$ cat src/rtl/multicycle_control_unit_if.sv
// Datapath <-> sequencer bundle for KGP-miniRISC.
// Control drives PC and strobes; datapath returns opcode, flags and results.
interface multicycle_control_unit_if;
  logic [5:0]  opcode;
  logic [2:0]  flags;
  logic [31:0] address;
  logic [31:0] data_to_mem;
  logic [31:0] PCin;
  logic        RegWrite;
  logic        MemRead;
  logic        MemWrite;
  logic        MemtoReg;
  logic        DataPCSel;
  logic        RegSelect;
  logic [2:0]  ALUop;
  logic [1:0]  ALUinSel;

  modport master (
    input  opcode, flags, address, data_to_mem,
    output PCin, RegWrite, MemRead, MemWrite,
    output MemtoReg, DataPCSel, RegSelect,
    output ALUop, ALUinSel
  );

  modport slave (
    output opcode, flags, address, data_to_mem,
    input  PCin, RegWrite, MemRead, MemWrite,
    input  MemtoReg, DataPCSel, RegSelect,
    input  ALUop, ALUinSel
  );
endinterface

$ cat src/rtl/multicycle_control_unit.sv
// KGP-miniRISC multi-cycle sequencer and program counter.
// FETCH -> EXEC -> [MEM] -> WB -> FETCH; HALT absorbs until reset.
module multicycle_control_unit #(
  parameter logic [31:0] RESET_PC  = 32'h0000_0000,
  parameter int          CNT_WIDTH = 16
) (
  input  logic                 clk,
  input  logic                 reset,
  multicycle_control_unit_if.master bus,
  output logic                 halted,
  output logic                 illegal,
  output logic [CNT_WIDTH-1:0] retired
);

  typedef enum logic [2:0] {
    FETCH, EXEC, MEM, WB, HALT
  } state_t;

  state_t      state, state_nx;
  logic [31:0] pc_q, pc_nx;
  logic [5:0]  ir;

  logic is_r, is_i, is_lw, is_sw, is_br;
  logic is_bz, is_bnz, is_call, is_jr;
  logic is_halt, is_bad;

  logic [2:0] d_aluop;
  logic [1:0] d_alusel;
  logic       d_m2r, d_rsel, d_dsel, d_wr;
  logic       taken, retire_ev;
  logic [31:0] target;

  assign is_r    = ir == 6'h00;
  assign is_i    = ir == 6'h01;
  assign is_lw   = ir == 6'h02;
  assign is_sw   = ir == 6'h03;
  assign is_br   = ir == 6'h04;
  assign is_bz   = ir == 6'h05;
  assign is_bnz  = ir == 6'h06;
  assign is_call = ir == 6'h07;
  assign is_jr   = ir == 6'h08;
  assign is_halt = ir == 6'h3F;
  assign is_bad  = !(ir <= 6'h08 || is_halt);

  always_ff @(posedge clk) begin
    if (reset) begin
      state   <= FETCH;
      pc_q    <= RESET_PC;
      ir      <= 6'h00;
      illegal <= 1'b0;
      retired <= '0;
    end else begin
      state <= state_nx;
      if (state == FETCH)
        ir <= bus.opcode;
      if (state == EXEC && is_bad)
        illegal <= 1'b1;
      if (state == WB)
        pc_q <= pc_nx;
      if (retire_ev && !(&retired))
        retired <= retired + 1'b1;
    end
  end

  always_comb begin
    state_nx = state;
    unique case (state)
      FETCH: state_nx = EXEC;
      EXEC: begin
        if (is_halt)
          state_nx = HALT;
        else if (is_lw || is_sw)
          state_nx = MEM;
        else
          state_nx = WB;
      end
      MEM:     state_nx = WB;
      WB:      state_nx = FETCH;
      HALT:    state_nx = HALT;
      default: state_nx = FETCH;
    endcase
  end

  assign retire_ev = (state == WB)
                  || (state == EXEC && is_halt);

  // Flags and targets are only looked at on the WB exit edge
  always_comb begin
    taken  = 1'b0;
    target = bus.address;
    unique case (1'b1)
      is_br:   taken = 1'b1;
      is_bz:   taken = bus.flags[1];
      is_bnz:  taken = !bus.flags[1];
      is_call: taken = 1'b1;
      is_jr: begin
        taken  = 1'b1;
        target = bus.data_to_mem;
      end
      default: ;
    endcase
    pc_nx = taken ? target : pc_q + 32'd1;
  end

  always_comb begin
    d_aluop  = 3'b000;
    d_alusel = 2'b00;
    d_m2r    = 1'b0;
    d_rsel   = 1'b0;
    d_dsel   = 1'b0;
    d_wr     = 1'b0;
    unique case (1'b1)
      is_r: begin
        d_m2r = 1'b1;
        d_wr  = 1'b1;
      end
      is_i: begin
        d_aluop  = 3'b001;
        d_alusel = 2'b10;
        d_m2r    = 1'b1;
        d_wr     = 1'b1;
      end
      is_lw: begin
        d_aluop  = 3'b010;
        d_alusel = 2'b10;
        d_wr     = 1'b1;
      end
      is_sw: begin
        d_aluop  = 3'b010;
        d_alusel = 2'b10;
      end
      is_bz, is_bnz, is_jr:
        d_alusel = 2'b01;
      is_call: begin
        d_rsel = 1'b1;
        d_dsel = 1'b1;
        d_wr   = 1'b1;
      end
      default: ;
    endcase
  end

  assign bus.PCin = pc_q;

  always_comb begin
    bus.ALUop     = 3'b000;
    bus.ALUinSel  = 2'b00;
    bus.MemtoReg  = 1'b0;
    bus.RegSelect = 1'b0;
    bus.DataPCSel = 1'b0;
    if (state == EXEC || state == MEM || state == WB) begin
      bus.ALUop     = d_aluop;
      bus.ALUinSel  = d_alusel;
      bus.MemtoReg  = d_m2r;
      bus.RegSelect = d_rsel;
      bus.DataPCSel = d_dsel;
    end
    bus.MemRead  = is_lw && (state == MEM || state == WB);
    bus.MemWrite = is_sw && state == MEM;
    bus.RegWrite = d_wr && state == WB;
    halted       = state == HALT;
  end

endmodule

$ cat src/flat_wrapper.sv
// flat-port wrapper written by rule: the top's interface ports become plain ports
module multicycle_control_unit_flat 
#(
  parameter logic [31:0] RESET_PC  = 32'h0000_0000,
  parameter int          CNT_WIDTH = 16
)
  (clk, reset, halted, illegal, retired, bus_opcode, bus_flags, bus_address, bus_data_to_mem, bus_PCin, bus_RegWrite, bus_MemRead, bus_MemWrite, bus_MemtoReg, bus_DataPCSel, bus_RegSelect, bus_ALUop, bus_ALUinSel);
  multicycle_control_unit_if bus_i ();
  input  logic clk;
  input  logic reset;
  output logic halted;
  output logic illegal;
  output logic [CNT_WIDTH-1:0] retired;
  input wire logic [$bits(bus_i.opcode)-1:0] bus_opcode;
  input wire logic [$bits(bus_i.flags)-1:0] bus_flags;
  input wire logic [$bits(bus_i.address)-1:0] bus_address;
  input wire logic [$bits(bus_i.data_to_mem)-1:0] bus_data_to_mem;
  output wire logic [$bits(bus_i.PCin)-1:0] bus_PCin;
  output wire logic [$bits(bus_i.RegWrite)-1:0] bus_RegWrite;
  output wire logic [$bits(bus_i.MemRead)-1:0] bus_MemRead;
  output wire logic [$bits(bus_i.MemWrite)-1:0] bus_MemWrite;
  output wire logic [$bits(bus_i.MemtoReg)-1:0] bus_MemtoReg;
  output wire logic [$bits(bus_i.DataPCSel)-1:0] bus_DataPCSel;
  output wire logic [$bits(bus_i.RegSelect)-1:0] bus_RegSelect;
  output wire logic [$bits(bus_i.ALUop)-1:0] bus_ALUop;
  output wire logic [$bits(bus_i.ALUinSel)-1:0] bus_ALUinSel;
  assign bus_i.opcode = bus_opcode;
  assign bus_i.flags = bus_flags;
  assign bus_i.address = bus_address;
  assign bus_i.data_to_mem = bus_data_to_mem;
  assign bus_PCin = bus_i.PCin;
  assign bus_RegWrite = bus_i.RegWrite;
  assign bus_MemRead = bus_i.MemRead;
  assign bus_MemWrite = bus_i.MemWrite;
  assign bus_MemtoReg = bus_i.MemtoReg;
  assign bus_DataPCSel = bus_i.DataPCSel;
  assign bus_RegSelect = bus_i.RegSelect;
  assign bus_ALUop = bus_i.ALUop;
  assign bus_ALUinSel = bus_i.ALUinSel;
  multicycle_control_unit #(.RESET_PC(RESET_PC), .CNT_WIDTH(CNT_WIDTH)) u_core (.clk(clk), .reset(reset), .bus(bus_i), .halted(halted), .illegal(illegal), .retired(retired));
endmodule
$ cat config.mk
export PLATFORM = sky130hd
export DESIGN_NAME = multicycle_control_unit_flat
export DESIGN_NICKNAME = d
export VERILOG_FILES = /design/src/rtl/multicycle_control_unit_if.sv /design/src/rtl/multicycle_control_unit.sv /design/src/flat_wrapper.sv
export SDC_FILE = /design/constraint.sdc
export NUM_CORES = 1
export LEC_CHECK = 0
export ABC_CLOCK_PERIOD_IN_PS = 3900
export CELL_PAD_IN_SITES_DETAIL_PLACEMENT = 1
export CELL_PAD_IN_SITES_GLOBAL_PLACEMENT = 2
export CORE_MARGIN = 2
export CORE_UTILIZATION = 38
export CTS_CLUSTER_DIAMETER = 30
export DETAILED_ROUTE_END_ITERATION = 7
export DONT_BUFFER_PORTS = 1
export MAX_ROUTING_LAYER = met4
export PLACE_DENSITY_LB_ADDON = 0.2
export SETUP_SLACK_MARGIN = 0.3
export SYNTH_ARGS = -nofsm -noshare
export SYNTH_HDL_FRONTEND = slang
export SYNTH_SLANG_ARGS = --single-unit
export TNS_END_PERCENT = 50
$ cat constraint.sdc
create_clock -name clk -period 3.9 [get_ports clk]
set_input_delay 0.195 -clock clk [delete_from_list [all_inputs] [get_ports clk]]
set_output_delay 0.195 -clock clk [all_outputs]
set_load 0.05 [all_outputs]
; After elaboration in Yosys (flattened, before gate mapping)
; Index checks and enable logic that the tools add are counted.
[totals]
reg_bits = 58
inputBits = 75
output_inout_bits = 61
elab_cells = 60
[op_classes]
n_addsub = 2
n_lt_le_gt_ge = 1
n_eq_ne = 13
mux = 15
reduce_logical = 24
[op_table]
columns = op, n
row1 = 2-to-1 mux 32 bit, 2
row2 = adder 32 x 1 -> 32 bit (second input constant), 1
row3 = == test 6 x 3 -> 1 bit (second input constant), 4
row4 = adder 16 x 1 -> 16 bit (second input constant), 1
row5 = AND reduction 16 bit, 1
row6 = == test 6 x 2 -> 1 bit (second input constant), 2
row7 = one-hot mux 3 bit (4 select lines), 1
row8 = OR reduction 3 bit, 3
row9 = one-hot mux 2 bit (2 select lines), 2
row10 = == test 3 x 2 -> 1 bit (second input constant), 2
row11 = == test 6 x 1 -> 1 bit (second input constant), 1
row12 = == test 6 x 4 -> 1 bit (second input constant), 1
row13 = == test 6 bit (second input constant), 1
row14 = less-or-equal comparator 6 x 4 -> 1 bit (second input constant), 1
row15 = logical AND 1 bit, 6
row16 = zero test 6 bit, 1
row17 = logical OR 1 bit, 6
row18 = 2-to-1 mux 1 bit, 6
row19 = 2-to-1 mux 2 bit, 2
row20 = OR reduction 2 bit, 2
row21 = OR reduction 4 bit, 1
row22 = == test 3 x 1 -> 1 bit (second input constant), 1
row23 = == test 3 bit (second input constant), 1
row24 = zero test 1 bit, 3
row25 = 3 further kinds, 3

; Longest topological paths before layout
[depth]
depth_word = 5
mapped_depth = 8
depth_no_buf = 5

; Least setup slack after synthesis
; OpenSTA, ideal clock, no wires.
[synth_timing]
path_type = register to output
from = register u_core.ir[2]
to = output port bus_RegSelect
arrival_ns = 2.918
t_required_ns = 3.705
setup_slack_ns = 0.787
stages_incl_launch_ff = 4
n_path_buf = 1
path_cell_list = dfxtp_1 nor4b_2 nor4b_1 buf_4
[synth_via]
elab_chain_cells = 3
[synth_lines]
columns = item, line
row1 = "start, declared", multicycle_control_unit.sv:21  ; logic [5:0] ir;
row2 = "start signal, assigned", multicycle_control_unit.sv:55  ; ir <= bus.opcode;
row3 = == test 6 x 3 -> 1 bit, multicycle_control_unit.sv:40  ; assign is_call = ir == 6'h07;
row4 = 2-to-1 mux 1 bit (2 in series), --
row5 = "end, declared", flat_wrapper.sv:24  ; output wire logic [$bits(bus_i.RegSelect)-1:0] bus_RegSelect;
; Every way passes these cells.

; Final worst setup path
[layout_timing]
from = register u_core.ir[2]
to = register u_core.pc_q[15] (netlist: u_core.bus.PCin[15])
[layout_via]
elab_chain_cells = 4
elab_cells_between_ends = 9
cone_classes = eq/ne: 5 / mux: 3 / reduce/logical: 1
[layout_lines]
columns = item, line
row1 = == test 6 x 4 -> 1 bit (tied with other cells), multicycle_control_unit.sv:41  ; assign is_jr = ir == 6'h08;
row2 = OR reduction 3 bit (no line), --
row3 = one-hot mux 1 bit (3 select lines), multicycle_control_unit.sv:91  ; unique case (1'b1)
row4 = 2-to-1 mux 32 bit (*), multicycle_control_unit.sv:102  ; pc_nx = taken ? target : pc_q + 32'd1;
row5 = "end signal, assigned", multicycle_control_unit.sv:59  ; pc_q <= pc_nx;
row6 = "end, declared", multicycle_control_unit.sv:20  ; logic [31:0] pc_q, pc_nx;
; Mark *: on every way between the ends. The rest lies on a longest branch, timed or not.
; A chain may end at the register's enable or synchronous reset.

==> run metrics <==
gr usage total 0.242; Slew @ Worst Pin 983 ps; # rows 36; first-pass GRT wire length 20700 µm; Slew Limit Fails 0; worst skew pair latency 350 ps; pin count of the biggest net entering global routing 46; total number of vias 3840; Area Overhead vs Synth 8.42%; CTS tree done; final worst slack 1100 ps; hold slack 11.2 ps; power per cell area 364 nW/µm²; clock power share 0.368; worst hold path class primary input to flop; cell count after synthesis 475; status complete, no violations; Setup Viol. Count Final 0; Remaining Overflow, GRT 0; most used flip-flop cell after synthesis dfxtp_1; combinational share of power 0.162; final core utilization 0.422; # IOs 136; ratio of cells with drive above 1 in the final layout 0.106; net switching power 0.495 mW; total CTS buffers 9; Post-CTS Setup Bufs 0; vias in the first global route 3991; Distinct cells, synth 69; IO Port Bufs 0; Non-Filler Instances 603; leakage power 1.31 nW; crit-path max cell delay 750 ps; Slew HR 0.340; clk slew on worst S/H paths 70 ps; Routed WL 12700 µm; DP Worst Slack 1080 ps; CTS root buffer clkbuf_8; CTS HTree Levels 3; CP arrival 2990 ps; initial antenna violation count 0; cell-internal power 0.992 mW; Starting Density 0.390; setup TNS 0 ps; GP Congestion 0.856; RSZ-0062 raised after global routing false; Inst Count DP 584; slowest cell on the critical path o211a_1; Crit path required time 4090 ps; sequential-to-total area share from yosys stat 0.308; clk buf depth 2; drt pass-1 iters 4; sequential power share 0.470; max frequency 357 MHz; fin crit period 2800 ps; final instance area 4090 µm²; Die Wd 104 µm; crit path capture type flop; worst vdd ir 0.000162 V; post-route ant nets 0; EDFF count, synth 0; full die area 10700 µm²; worst-path cell chain nor4b_2 > o211a_1 > buf_4 > nor3_1 > a222oi_1 > o32ai_1; Final Hold Fails 0; # diodes 0; Max-cap violations 0; drt drc 0; final period utilization 0.719; Core ar. 9680 µm²; Synthesized Nets 552; synth warn 0; DR vias/cell 6.37; power consumption 1.49 mW; Max Fanout on Critical Path 21; Clock Sinks 58; syn_area_per_cell 7.94 µm²; critical path class flop to flop; 1st-iter DRT viols 161; #FFs+latches synth 58; skew final 17.7 ps; post-synthesis async set-or-reset flop share 0; switch share 0.333; Routed WL per cell 21.1 µm; die height 104 µm; placed cell area 3860 µm²; Post-Syn Area 3770 µm²; Filler cells 1186; HPWL after DPL 8940 µm; nets 542; CP Launch Type flop
[cells in the mapped netlist, types with 7 or more instances]
cell type,instances,share of area
dfxtp_1,58,0.31
nand2_1,36,0.036
a21oi_1,35,0.046
nor2_1,34,0.034
o21ai_0,21,0.028
nor3_1,20,0.027
clkbuf_1,18,0.018
nand3_1,18,0.024
inv_1,17,0.017
nand4_1,16,0.027
mux2i_1,14,0.037
buf_2,10,0.013
or3_1,10,0.017
o32ai_1,9,0.021
and3_1,8,0.013
or4_1,8,0.016
a22o_1,7,0.016
and2_1,7,0.012
nor4_1,7,0.012
[layout make-up]
class | count | area (µm²) | area share
multi-input cells | 362 | 2360 | 0.578
flip-flops and latches | 58 | 1160 | 0.284
well taps | 133 | 166 | 0.0407
repair buffers | 17 | 149 | 0.0364
clock buffers | 11 | 131 | 0.0321
inverters | 17 | 63.8 | 0.0156
clock inverters | 5 | 55.1 | 0.0135
[path summary, 6_finish.rpt]
| path | to | cells after the start | start | slack (ps) |
|---|---|---|---|---|
| worst max-delay path | u_core.bus.PCin[15] | 6 | u_core.ir[2] | 1100 |
| worst min-delay path | u_core.ir[5] | 2 | bus_opcode[5] | 10 |
| worst max register to register | u_core.bus.PCin[15] | 6 | u_core.ir[2] | 1100 |
| worst min register to register | u_core.state[2] | 1 | u_core.state[1] | 570 |
[worst max-delay path: cells and delay by family (launching register included)]
| family | cells | cell delay (ps) |
|---|---|---|
| compound gates | 3 | 1370 |
| simple gates | 2 | 520 |
| flops | 1 | 470 |
| buf+inv | 1 | 290 |
[registers in the layout, summed over array words and instances (netlist names)]
register         cells
u_core.ir            6
u_core.retired      16
u_core.state         3
u_core.illegal       1
u_core.bus.PCin     32
[layer usage]
metal | vias to the layer above | GRT usage | routed length, µm
li1 | 1811 | - | -
met1 | 1912 | 0.275 | 5420
met2 | 106 | 0.414 | 6330
met3 | 11 | 0.0610 | 823
met4 | 0 | 0.0840 | 136
met5 | - | - | 0
[layout by cell type, fill, tap and decap left out, drive strengths merged, types with 8 or more instances in the layout]
master	n
and3	9
nand3	19
and4	8
or4	10
dfxtp	58
nand4	16
clkbuf	11
nand2	36
nor3	20
buf	15
nor4	8
inv	17
nor2	34
or3	10
mux2i	14
o32ai	9
a21oi	35
o21ai	25
[kinds of logic (layout without fill, tap and decap cells)]
| group | count (synthesis) | in the layout | share of synthesized area |
|---|---|---|---|
| flip-flops | 58 | 58 | 0.308 |
| other | 1 | 1 | 0.000994 |
| AO/OA/AOI/OAI | 144 | 144 | 0.271 |
| buffers and inverters | 55 | 50 | 0.0680 |
| adder cells (fa/ha/maj) | 2 | 2 | 0.00663 |
| XOR/XNOR | 4 | 4 | 0.00929 |
| multiplexers | 19 | 19 | 0.0521 |
| AND/OR/NAND/NOR | 192 | 192 | 0.284 |
[power by group through the flow]
stage	registers, mW	logic (mW)	clock network (mW)
after floorplan	0.697	0.192	0
after global routing	0.703	0.265	0.595
after detailed placement	0.712	0.231	0
after global placement	0.711	0.225	0
final	0.699	0.241	0.548
after CTS	0.698	0.244	0.564
[what timing repair did]
action,in CTS,in global routing
hold endpoints to repair,45,0
resized for setup,0,0
hold buffers,3,0
(Power assumes the default switching activity.)
